==> src/rtl/alu_op_decoder.sv <==
// Decodes RV32I OP/OP-IMM/LUI/AUIPC into ALU operands and control, presented
// through a two-entry skid buffer with a fully registered in_ready.
module alu_op_decoder #(
    parameter int XLEN = 32
) (
    input  logic            clk,
    input  logic            reset,
    input  logic            in_valid,
    output logic            in_ready,
    input  logic [31:0]     instr,
    input  logic [XLEN-1:0] rs1_data,
    input  logic [XLEN-1:0] rs2_data,
    input  logic [XLEN-1:0] pc,
    output logic            out_valid,
    input  logic            out_ready,
    output logic [XLEN-1:0] alu_a,
    output logic [XLEN-1:0] alu_b,
    output logic [2:0]      alu_funct3,
    output logic [6:0]      alu_funct7,
    output logic [4:0]      rd,
    output logic            rd_we,
    output logic            illegal
);

    localparam logic [6:0] OPC_OP     = 7'b0110011;
    localparam logic [6:0] OPC_OP_IMM = 7'b0010011;
    localparam logic [6:0] OPC_LUI    = 7'b0110111;
    localparam logic [6:0] OPC_AUIPC  = 7'b0010111;
    localparam logic [6:0] F7_ZERO    = 7'b0000000;
    localparam logic [6:0] F7_ALT     = 7'b0100000;

    typedef enum logic [1:0] {
        S_EMPTY,
        S_ONE,
        S_TWO
    } state_t;

    typedef struct packed {
        logic [XLEN-1:0] a;
        logic [XLEN-1:0] b;
        logic [2:0]      f3;
        logic [6:0]      f7;
        logic [4:0]      rd;
        logic            we;
        logic            ill;
    } entry_t;

    state_t     r_state;
    state_t     w_state_next;
    logic       r_in_ready;
    entry_t     r_head;
    entry_t     r_skid;
    entry_t     w_dec;
    logic       w_legal;
    logic       w_in_fire;
    logic       w_out_fire;
    logic       w_load_head;
    logic       w_promote_skid;
    logic       w_load_skid;

    logic [6:0] w_opcode;
    logic [2:0] w_f3;
    logic [6:0] w_f7;
    logic [4:0] w_rd;

    assign w_opcode = instr[6:0];
    assign w_rd     = instr[11:7];
    assign w_f3     = instr[14:12];
    assign w_f7     = instr[31:25];

    // NOTE: every always_comb output gets a default first so no path infers a latch.
    always_comb begin
        w_dec    = '0;
        w_dec.rd = w_rd;
        w_legal  = 1'b0;
        case (w_opcode)
            OPC_OP: begin
                w_legal  = (w_f7 == F7_ZERO) ||
                           ((w_f7 == F7_ALT) && ((w_f3 == 3'b000) || (w_f3 == 3'b101)));
                w_dec.a  = rs1_data;
                w_dec.b  = rs2_data;
                w_dec.f3 = w_f3;
                w_dec.f7 = w_f7;
            end
            OPC_OP_IMM: begin
                w_dec.a  = rs1_data;
                w_dec.f3 = w_f3;
                if ((w_f3 == 3'b001) || (w_f3 == 3'b101)) begin
                    w_legal  = (w_f7 == F7_ZERO) || ((w_f7 == F7_ALT) && (w_f3 == 3'b101));
                    w_dec.b  = {{(XLEN-5){1'b0}}, instr[24:20]};
                    w_dec.f7 = w_f7;
                end else begin
                    // funct7 stays zero so an immediate with bit 30 set never turns ADDI into SUB
                    w_legal = 1'b1;
                    w_dec.b = {{(XLEN-12){instr[31]}}, instr[31:20]};
                end
            end
            OPC_LUI: begin
                w_legal = 1'b1;
                w_dec.b = {instr[31:12], 12'b0};
            end
            OPC_AUIPC: begin
                w_legal = 1'b1;
                w_dec.a = pc;
                w_dec.b = {instr[31:12], 12'b0};
            end
            default: w_legal = 1'b0;
        endcase
        if (!w_legal) begin
            w_dec.a  = '0;
            w_dec.b  = '0;
            w_dec.f3 = '0;
            w_dec.f7 = '0;
        end
        w_dec.ill = !w_legal;
        w_dec.we  = w_legal && (w_rd != 5'd0);
    end

    assign w_in_fire  = in_valid && r_in_ready;
    assign w_out_fire = (r_state != S_EMPTY) && out_ready;

    always_comb begin
        w_state_next   = r_state;
        w_load_head    = 1'b0;
        w_promote_skid = 1'b0;
        w_load_skid    = 1'b0;
        case (r_state)
            S_EMPTY: begin
                if (w_in_fire) begin
                    w_state_next = S_ONE;
                    w_load_head  = 1'b1;
                end
            end
            S_ONE: begin
                case ({w_in_fire, w_out_fire})
                    2'b10: begin
                        w_state_next = S_TWO;
                        w_load_skid  = 1'b1;
                    end
                    2'b01: w_state_next = S_EMPTY;
                    2'b11: w_load_head  = 1'b1;
                    default: ;
                endcase
            end
            S_TWO: begin
                if (w_out_fire) begin
                    w_state_next   = S_ONE;
                    w_promote_skid = 1'b1;
                end
            end
            default: w_state_next = S_EMPTY;
        endcase
    end

    // in_ready is its own flop so it reads 0 throughout reset and rises one cycle later
    always_ff @(posedge clk) begin
        if (reset) begin
            r_state    <= S_EMPTY;
            r_in_ready <= 1'b0;
            r_head     <= '0;
        end else begin
            r_state    <= w_state_next;
            r_in_ready <= (w_state_next != S_TWO);
            if (w_load_head) begin
                r_head <= w_dec;
            end else if (w_promote_skid) begin
                r_head <= r_skid;
            end
        end
    end

    // NOTE: the skid slot has no reset; it is only read after being written in ONE.
    always_ff @(posedge clk) begin
        if (w_load_skid) begin
            r_skid <= w_dec;
        end
    end

    assign in_ready   = r_in_ready;
    assign out_valid  = (r_state != S_EMPTY);
    assign alu_a      = r_head.a;
    assign alu_b      = r_head.b;
    assign alu_funct3 = r_head.f3;
    assign alu_funct7 = r_head.f7;
    assign rd         = r_head.rd;
    assign rd_we      = r_head.we;
    assign illegal    = r_head.ill;

endmodule

==> config.mk <==
export PLATFORM = sky130hd
export DESIGN_NAME = alu_op_decoder
export DESIGN_NICKNAME = d
export VERILOG_FILES = /design/src/rtl/alu_op_decoder.sv
export SDC_FILE = /design/constraint.sdc
export NUM_CORES = 1
export LEC_CHECK = 0
export BUFFER_PORTS_ARGS = -buffer_cell sky130_fd_sc_hd__clkbuf_2
export CELL_PAD_IN_SITES_DETAIL_PLACEMENT = 0
export CELL_PAD_IN_SITES_GLOBAL_PLACEMENT = 1
export CORE_MARGIN = 1
export CORE_UTILIZATION = 42
export DETAILED_ROUTE_END_ITERATION = 12
export PLACE_DENSITY = 0.9
export SYNTH_ARGS = -nofsm -noshare
export SYNTH_HDL_FRONTEND = slang
export SYNTH_SLANG_ARGS = --single-unit
==> constraint.sdc <==
create_clock -name clk -period 4.8 [get_ports clk]
set_input_delay 0.48 -clock clk [delete_from_list [all_inputs] [get_ports clk]]
set_output_delay 0.48 -clock clk [all_outputs]
set_load 0.02 [all_outputs]
==> results by group, run 1 <==
Timing
  – Hold WS: around 0.26 ns
  – Final Setup Violations: 0
  – Final Hold Fails: 0
  – Final min period: ~3 ns
  – Fmax: 341 MHz
  – Max Slew Vio Count: 0
  – Worst-margin pin slew: 1.17 ns
  – Layout Skew: 0.00883 ns
  – Relative slew slack: 21.4%
  – Final worst path period share: 61.1%
  – Total negative setup slack: 0 ns
  – RSZ-0062 raised after global routing: no

Worst setup path
  – Critical Path AT: around 3.3 ns
  – Worst setup SP type: flop
  – Cells along the critical path: or2_2 > nand2_1 > inv_1 > ha_1 > nand2_1 > a21o_1 > nor2_1 > nand3_4 > o22ai_1
  – Most frequent CP cell: nand2_1
  – CP delay by family, top: simple AND/OR/NAND/NOR gates
  – Critical Path Max Stage Delay: between 0.6 and 0.7 ns
  – Levels on crit path: 9
  – Worst setup path category: reg2reg
  – R2R depth: 9
  – Top fanout value on the critical path: 55
  – WP buf/inv: 1
  – Critical Path RT: 5.12 ns
  – Worst r2r src: r_state[1]
  – Worst Setup SP: r_state[1]
  – Crit path max-delay cell type: nand3_4
  – Worst setup EP type: flop

Global route
  – Initial antenna violation count: 0
  – Total track usage: 23.5%
  – Vias in the first global route: 5,994
  – Total gr overflow: 0
  – Pin count of the biggest net entering global routing: 85
  – First-pass GRT wire length: 32.1 mm

Logic synthesis
  – Cell taking the most area after synthesis: edfxtp_1
  – Synth top area share: 34.0%
  – Share of the yosys chip area belonging to registers: 57.5%
  – Post-synth ARST share: 0%
  – Gate Count Post-Synth: 716
  – Post-synth top cells: 97 x nand2_1, 84 x dfxtp_1, 81 x edfxtp_1, 81 x nor2_1, 76 x a22oi_1
  – Avg Synthesized Cell Area: 9.99 um2
  – Count of unique library cells instantiated by Yosys: 40
  – Ys flop type: dfxtp_1
  – EDFF count, synth: 81
  – Most area-consuming cells after synthesis: edfxtp_1 34%, dfxtp_1 24%, a22oi_1 8.0%
  – Post-Syn Area: 0.00715 mm2
  – Synthesis Warnings: 0
  – Number of synthesized register bits: 165
  – Top-count cell post-synth: nand2_1

Layout
  – Area overhead of the layout relative to synthesis: 24.7%
  – Final nets: 1,036
  – Fillers: 1,579
  – Fin cells: 1,135
  – Layout cells sized above 1: 29.7%
  – ANT cells: 0
  – Cell area after layout: 0.00892 mm2

Detailed routing
  – Initial drt markers: 514
  – Avg WL per Cell: 18.0 um
  – # DRC: 0
  – DRT Pass-1 Iters: 5
  – Total Wirelength: approximately 20 mm
  – DRT antenna net count: 0
  – Via count: ~6,100
  – Via density: 5.42

Clock tree
  – H-tree depth: 4
  – CTS Buffer Depth: 2
  – Worst skew pair latency: 0.42 ns
  – Cts bufs inserted: 17
  – Setup bufs post-CTS: 0
  – Post-CTS sizing: 0
  – Worst-path clk slew: 0.07 ns
  – Cts hold-fix bufs: 0
  – Clock Root Buffer: clkbuf_16
  – CTS tree: done
  – Clock sink count: 165

Power
  – Leakage: 0.00337 uW
  – Peak supply drop: 0.258 mV
  – PwrDens: 349 mW/mm2
  – Power Total: between 3000 and 4000 uW

Floorplan
  – IO Pins: roughly 220
  – Die extent in x: 132 um
  – Die H: 132 um
  – Initial Util: a little over two fifths
  – Die Area: 0.0175 mm2
  – Row Count: between 40 and 50
  – Core ar.: between 0.015 and 0.02 mm2

Placed design
  – Routability cong.: approximately 0.9
  – DP HPWL: 13.4 mm
  – Post-DP Area: 0.00832 mm2
  – Dpl cells: 1,103
  – Quantity of I/O buffers inserted on ports: 214

Min path
  – Beginning of the worst hold path: instr[10]
  – HP Class: in2reg
  – Hold Path Stages: 1

Status
  – Status: completed

Flow run
  – Max cap viols: 0
==> registers in the layout, indices dropped and copies added, names as in the netlist <==
name        cells
alu_b          32
rd              5
r_skid         81
illegal         1
r_state         2
rd_we           1
alu_a          32
alu_funct3      3
alu_funct7      7
in_ready        1
==> worst reg2reg max path, cell delays in order (launching register included) <==
cell	delay, ns
dfxtp_1	0.46
or2_2	0.17
nand2_1	0.07
inv_1	0.06
ha_1	0.20
nand2_1	0.09
a21o_1	0.26
nor2_1	0.37
nand3_4	0.66
o22ai_1	0.47
==> final cells by class <==
| class | count | area, um2 | share of cell area, % |
|---|---|---|---|
| sequential | 165 | 4110 | 46.1 |
| multi-input combinational | 441 | 2570 | 28.8 |
| timing repair buffer | 223 | 1150 | 12.9 |
| clock buffer | 21 | 450 | 5.05 |
| tap | 220 | 275 | 3.09 |
| inverter | 54 | 204 | 2.29 |
| clock inverter | 11 | 150 | 1.68 |
==> metal layers <==
layer / share of wire, % / global-route usage (%) / vias to the layer above / routed length [um]
li1: - / - / 2963 / -
met1: 43 / 31.1 / 2868 / 8790
met2: 46 / 37.2 / 284 / 9450
met3: 8.2 / 5.67 / 34 / 1680
met4: 2.6 / 9.39 / 0 / 535
met5: 0 / 0 / - / 0
==> cell families after synthesis <==
| logic type | Yosys count | synth area share [%] |
|---|---|---|
| other cells | 1 | 0.0525 |
| fa+ha+maj | 2 | 0.350 |
| flops | 165 | 57.5 |
| mux | 5 | 0.700 |
| buf+inv | 115 | 7.05 |
| simple gates | 205 | 12.0 |
| compound gates | 223 | 22.3 |
==> cell usage in the layout, fill, tap and decap left out, types with 6 or more instances in the layout <==
| cell type | synthesis | layout |
|---|---|---|
| clkbuf_2 | 0 | 213 |
| nand2_1 | 97 | 96 |
| dfxtp_1 | 84 | 84 |
| nor2_1 | 81 | 81 |
| edfxtp_1 | 81 | 81 |
| a22oi_1 | 76 | 76 |
| o22ai_1 | 60 | 60 |
| inv_1 | 54 | 53 |
| o21ai_0 | 35 | 35 |
| a221o_1 | 19 | 19 |
| clkbuf_16 | 0 | 17 |
| a21oi_1 | 11 | 10 |
| o22ai_2 | 9 | 9 |
| buf_4 | 0 | 9 |
| nand3_1 | 7 | 7 |
| conb_1 | 1 | 6 |
==> through the flow <==
stage / util (%) / worst slack, ns
2_1_floorplan: - / 1.79
3_3_place_gp: 50.2 / 1.85
3_5_place_dp: 50.2 / 1.79
4_1_cts: 53.8 / 1.92
5_1_grt: 53.8 / 1.65
6_report: 53.8 / 1.87
==> worst paths after layout <==
check,endpoint,slack [ns]
worst max-delay path,alu_b[17],1.87
worst min-delay path,r_skid[5],0.26
worst max register to register,alu_b[17],1.87
worst min register to register,alu_funct7[0],0.47
==> report_power, final <==
part           internal [uW]  switching, uW  leakage [uW]
sequential              1490           9.24       0.00128
clock                    834            554      0.000288
combinational           81.6            139       0.00180
(Power assumes the default switching activity.)
==> run 2: changes to the inputs <==
--- a/config.mk
+++ b/config.mk
@@ -9,9 +9,9 @@
 export CELL_PAD_IN_SITES_DETAIL_PLACEMENT = 0
 export CELL_PAD_IN_SITES_GLOBAL_PLACEMENT = 1
 export CORE_MARGIN = 1
-export CORE_UTILIZATION = 42
+export CORE_UTILIZATION = 35
 export DETAILED_ROUTE_END_ITERATION = 12
-export PLACE_DENSITY = 0.9
+export PLACE_DENSITY = 0.81
 export SYNTH_ARGS = -nofsm -noshare
 export SYNTH_HDL_FRONTEND = slang
 export SYNTH_SLANG_ARGS = --single-unit
==> constraint.sdc (replaced) <==
create_clock -name clk -period 2.6 [get_ports clk]
set_input_delay 0.26 -clock clk [delete_from_list [all_inputs] [get_ports clk]]
set_output_delay 0.26 -clock clk [all_outputs]
set_load 0.02 [all_outputs]
==> results by group, run 2 (same netlist as run 1, synthesis figures left out) <==
Layout
  – Most frequent cells in the layout: 213 x clkbuf_2, 96 x nand2_1, 84 x dfxtp_1, 81 x nor2_1, 81 x edfxtp_1
  – Cell area after layout: ~0.0091 mm2
  – Leading cell type in the layout, fill and taps excluded: clkbuf_2
  – Final nets: 1,049
  – Fillers: around 1,900
  – Max FFs per register: just over 80
  – Area overhead of the layout relative to synthesis: 26.9%
  – Largest Register: r_skid
  – Layout cells sized above 1: 30.7%

Worst setup path
  – R2R depth: 10
  – Worst setup EP type: flop
  – R2r endpoint: alu_a[24]
  – Critical Path AT: around 2.7 ns
  – Worst r2r src: r_state[1]
  – Worst setup SP type: flop
  – Reg2reg setup slack: 0.29 ns
  – Worst setup path category: reg2reg
  – Top fanout value on the critical path: 42
  – Critical Path RT: just under 3 ns

Clock tree
  – Clock sink count: 165
  – CTS Buffer Depth: 2
  – CTS tree: done
  – H-tree depth: 4
  – Setup bufs post-CTS: 0
  – Worst skew pair latency: 0.43 ns
  – Clock Root Buffer: clkbuf_16
  – Worst-path clk slew: 0.06 ns
  – Cts hold-fix bufs: 0
  – Post-CTS sizing: 0
  – Cts bufs inserted: 17

Global route
  – Vias in the first global route: 5,994
  – Pin count of the biggest net entering global routing: 82
  – Total gr overflow: 0
  – Initial antenna violation count: 2
  – First-pass GRT wire length: between 30 and 40 mm
  – Total track usage: 20.6%

Detailed routing
  – Total Wirelength: 21.6 mm
  – Via density: 5.21
  – DRT antenna net count: 0
  – # DRC: 0
  – Via count: 6,223
  – Initial drt markers: 430
  – Avg WL per Cell: 18.1 um
  – DRT Pass-1 Iters: 5

Timing
  – Hold WS: around 0.043 ns
  – Final min period: 2.31 ns
  – Worst-margin pin slew: 0.992 ns
  – Relative slew slack: 33.8%
  – Final Setup Violations: 0
  – Max Slew Vio Count: 0
  – Final Hold Fails: 0
  – Fmax: 433 MHz
  – Final worst path period share: 88.9%
  – RSZ-0062 raised after global routing: no
  – Layout Skew: about 0.010 ns
  – Total negative setup slack: 0 ns

Floorplan
  – Die Area: 0.0210 mm2
  – Die H: 145 um
  – Core ar.: 0.0197 mm2
  – Row Count: between 50 and 60
  – IO Pins: 215
  – Die extent in x: 145 um
  – Initial Util: 36.3%

Min path
  – HP Class: in2reg
  – Hold Path Stages: 1
  – Hold Crit Endpoint: r_skid[2]
  – Beginning of the worst hold path: instr[7]

Placed design
  – Post-DP Area: 0.00849 mm2
  – Quantity of I/O buffers inserted on ports: 214
  – DP HPWL: 14.4 mm
  – Routability cong.: 0.829

Flow run
  – Max cap viols: 0

Status
  – Status: completed

Power
  – Leakage: between 0.003 and 0.004 uW
  – PwrDens: 626 mW/mm2
  – Peak supply drop: 0.422 mV
-- run 2: worst max-delay path, stage by stage, from the launching register on --
cell and delay [ns]:
dfxtp_1 0.45, or2_2 0.17, nand2_1 0.07, inv_1 0.06
ha_1 0.19, nand2_1 0.09, a21o_1 0.25, nor2_1 0.39
nand3_4 0.13, buf_12 0.21, o22ai_1 0.18
-- run 2: power by group --
group	leakage, uW	internal, uW	total [uW]	switching (uW)
clock	0.000282	1460	2490	1030
sequential	0.00128	2750	2770	16.2
combinational	0.00186	158	422	265
total	0.00343	4380	5680	1310
-- run 2: how the worst max path moves through the flow --
stage | slack, ns | end | cells past startpoint | startpoint
floorplan | 0.07 | r_skid[0] | 5 | r_state[1]
global placement | 0.41 | r_skid[30] | 5 | instr[5]
detailed placement | 0.35 | alu_b[26] | 10 | r_state[0]
CTS | 0.32 | alu_b[26] | 10 | r_state[0]
global route | 0.11 | alu_a[0] | 10 | r_state[1]
finish | 0.29 | alu_a[24] | 10 | r_state[1]
-- run 2: cell type report --
| class | count | area [um2] | share of cell area (%) |
|---|---|---|---|
| clock inverters | 12 | 128 | 1.41 |
| repair buffers | 236 | 1260 | 13.9 |
| diodes | 1 | 2.50 | 0.0276 |
| well taps | 265 | 332 | 3.65 |
| clock buffers | 20 | 457 | 5.03 |
| inverters | 54 | 206 | 2.28 |
| flip-flops and latches | 165 | 4110 | 45.3 |
| multi-input cells | 441 | 2570 | 28.3 |
-- run 2: per-stage QoR --
step	std cells	utilization [%]	worst slack [ns]	total power, uW
2_1_floorplan	721	-	0.0673	3040
3_3_place_gp	1161	43.0	0.414	3250
3_5_place_dp	1161	43.0	0.346	3250
4_1_cts	1193	46.0	0.322	5730
5_1_grt	1193	46.0	0.114	5880
6_report	1194	46.0	0.288	5680
-- run 2: layer usage --
metal	vias to the layer above	GRT usage (%)	wire length, um
met2	269	32.5	9970
li1	2994	-	-
met4	0	5.85	342
met5	-	0	0
met1	2935	27.0	9360
met3	25	6.51	1900
==> run 3: changes to the inputs <==
--- a/config.mk
+++ b/config.mk
@@ -5,13 +5,14 @@
 export SDC_FILE = /design/constraint.sdc
 export NUM_CORES = 1
 export LEC_CHECK = 0
+export ABC_AREA = 1
 export BUFFER_PORTS_ARGS = -buffer_cell sky130_fd_sc_hd__clkbuf_2
 export CELL_PAD_IN_SITES_DETAIL_PLACEMENT = 0
 export CELL_PAD_IN_SITES_GLOBAL_PLACEMENT = 1
 export CORE_MARGIN = 1
-export CORE_UTILIZATION = 35
+export CORE_UTILIZATION = 38
 export DETAILED_ROUTE_END_ITERATION = 12
-export PLACE_DENSITY = 0.81
+export PLACE_DENSITY = 0.84
 export SYNTH_ARGS = -nofsm -noshare
 export SYNTH_HDL_FRONTEND = slang
 export SYNTH_SLANG_ARGS = --single-unit
==> constraint.sdc (replaced) <==
create_clock -name clk -period 2.3 [get_ports clk]
set_input_delay 0.23 -clock clk [delete_from_list [all_inputs] [get_ports clk]]
set_output_delay 0.23 -clock clk [all_outputs]
set_load 0.02 [all_outputs]
==> results by group, run 3 <==
Status
  – Status: completed

Worst setup path
  – Worst Setup SP: r_state[1]
  – Reg2reg setup slack: approximately 0.37 ns
  – Critical Path Max Stage Delay: 0.37 ns
  – Critical Path RT: 2.66 ns
  – Top fanout value on the critical path: 81
  – Worst r2r src: r_state[1]
  – CP delay by family, top: simple AND/OR/NAND/NOR gates
  – Setup crit end: alu_a[27]
  – Critical Path AT: 2.29 ns
  – Worst setup SP type: flop
  – WP buf/inv: 1
  – Cells along the critical path: nor2_2 > nor2_1 > ha_1 > nand2_1 > nand2_4 > nor2_4 > buf_12 > a22oi_1 > a21oi_1
  – Worst setup path category: reg2reg
  – Crit path max-delay cell type: buf_12
  – R2r endpoint: alu_a[27]
  – R2R depth: 9
  – Worst setup EP type: flop
  – Levels on crit path: 9

Timing
  – Hold WS: 0.0194 ns
  – PnR worst setup slack: 0.366 ns
  – Final min period: 1.93 ns
  – RSZ-0062 raised after global routing: no
  – Final Setup Violations: 0
  – Max Slew Vio Count: 0
  – Fmax: 517 MHz
  – Final Hold Fails: 0
  – Relative slew slack: approximately 63%
  – Layout Skew: 0.00758 ns
  – Worst-margin pin slew: 0.552 ns
  – Final worst path period share: 84.1%

Clock tree
  – Worst-path clk slew: 0.06 ns
  – Clock sink count: 165
  – CTS Buffer Depth: 2
  – CTS tree: done
  – H-tree depth: 4
  – Clock Root Buffer: clkbuf_16
  – Cts bufs inserted: 17
  – Worst skew pair latency: 0.42 ns
  – Setup bufs post-CTS: 0

Placed design
  – Quantity of I/O buffers inserted on ports: 214
  – DP HPWL: 13.9 mm
  – Post-DP Area: around 0.009 mm2
  – Pre-CTS setup slack: 0.274 ns
  – Routability cong.: 0.843
  – Dpl cells: around 1,300

Floorplan
  – Die H: 143 um
  – Row Count: slightly above 50
  – Die extent in x: 143 um
  – Core ar.: 0.0195 mm2
  – Initial Util: 38.8%
  – Die Area: 0.0205 mm2
  – IO Pins: approximately 220

Logic synthesis
  – Share of the yosys chip area belonging to registers: 54.4%
  – Synthesis Warnings: 0
  – Synth top area share: approximately 32%
  – Avg Synthesized Cell Area: 8.66 um2
  – EDFF count, synth: 81
  – Post-Syn Area: roughly 0.0076 mm2
  – Most area-consuming cells after synthesis: edfxtp_1 32%, dfxtp_1 22%, nand3_1 9.3%
  – Gate Count Post-Synth: 873
  – Count of unique library cells instantiated by Yosys: 27
  – Number of synthesized register bits: 165
  – Cell taking the most area after synthesis: edfxtp_1
  – Post-synth top cells: 140 x nand3_1, 125 x inv_1, 102 x nand2_1
  – Top-count cell post-synth: nand3_1
  – Post-synth ARST share: 0%
  – Ys flop type: dfxtp_1

Detailed routing
  – Initial drt markers: around 460
  – Via count: 6,743
  – Total Wirelength: about 22 mm
  – DRT Pass-1 Iters: 5
  – Via density: 5.01
  – # DRC: 0
  – DRT antenna net count: 0
  – Avg WL per Cell: ~16 um

Global route
  – Global Route met3 Usage: 5.16%
  – Total track usage: a little over a fifth
  – Initial antenna violation count: 1
  – Total gr overflow: 0
  – Vias in the first global route: 6,200
  – First-pass GRT wire length: 33.3 mm
  – GRT busiest layer: met2
  – Global routing usage on met1: 29.1%
  – Pin count of the biggest net entering global routing: 82
  – Grt met2 use: 32.8%

Layout
  – Fin cells: 1,347
  – Most frequent cells in the layout: 213 x clkbuf_2, 140 x nand3_1, 124 x inv_1, 101 x nand2_1, 83 x dfxtp_1
  – Largest Register: r_skid
  – Final nets: 1,203
  – Max FFs per register: 81
  – Leading cell type in the layout, fill and taps excluded: clkbuf_2
  – Layout cells sized above 1: 26.7%
  – Cell area after layout: between 0.009 and 0.01 mm2
  – ANT cells: 0
  – Area overhead of the layout relative to synthesis: 26.2%

Min path
  – HP Class: in2reg
  – Beginning of the worst hold path: instr[10]

Flow run
  – Max cap viols: 0

Power
  – Leakage: 0.00386 uW
  – PwrDens: 675 mW/mm2
  – Peak supply drop: around 0.52 mV
  – Power Total: 6440 uW
## run 3: cell count changes after synthesis, moves of 8 or more
cell / previous run / this run
buf_2: 4 / 32
o21ai_0: 35 / 25
o21ai_2: 0 / 10
a31oi_1: 0 / 8
nor2_1: 81 / 58
inv_1: 54 / 125
buf_6: 9 / 1
o22ai_2: 9 / 0
nand3_1: 7 / 140
clkbuf_1: 43 / 15
a21oi_1: 11 / 80
o22ai_1: 60 / 6
a221o_1: 19 / 0
## run 3: worst min path at each step
stage / end / cells past startpoint
after detailed placement: r_skid[6] / 1
after global placement: r_skid[2] / 1
after floorplan: r_skid[2] / 0
final: r_skid[5] / 1
after CTS: r_skid[5] / 1
after global routing: r_skid[5] / 1
## run 3: routing by layer
metal	part of all wire [%]	vias to the layer above
met1	45	3139
li1	-	3363
met3	6.3	33
met4	2.4	2
met5	0.060	-
met2	46	206
## run 3: through the flow
| stage | utilization, % | setup TNS, ns |
|---|---|---|
| detailed placement | 45.9 | 0 |
| global placement | 45.9 | 0 |
| CTS | 49.0 | 0 |
| finish | 49.0 | 0 |
| global route | 49.0 | 0 |
| floorplan | - | -1.81 |
## run 3: kinds of logic after synthesis
| kind of cell | count (synthesis) | synth area share (%) |
|---|---|---|
| AOI/OAI and AO/OA | 199 | 16.2 |
| adders and majority gates | 2 | 0.331 |
| buffers and inverters | 192 | 10.4 |
| DFF | 165 | 54.4 |
| other | 1 | 0.0496 |
| and+or+nand+nor | 314 | 18.5 |
## run 3: final cells by class
class | count | area [um2]
Clock buffer | 20 | 437
Clock inverter | 12 | 153
Fill cell | 1922 | 9930
Inverter | 130 | 488
Multi-Input combinational cell | 521 | 2710
Sequential cell | 165 | 4120
Tap cell | 265 | 332
Timing Repair Buffer | 234 | 1300
## run 3: repair_timing
item	CTS	global route
gates resized for setup	0	0
hold buffers	1	0
hold endpoints to repair	1	0
## run 3: where the power goes
| group | internal (uW) | switching (uW) |
|---|---|---|
| logic | 152 | 286 |
| registers | 3110 | 14.3 |
| clock network | 1710 | 1170 |
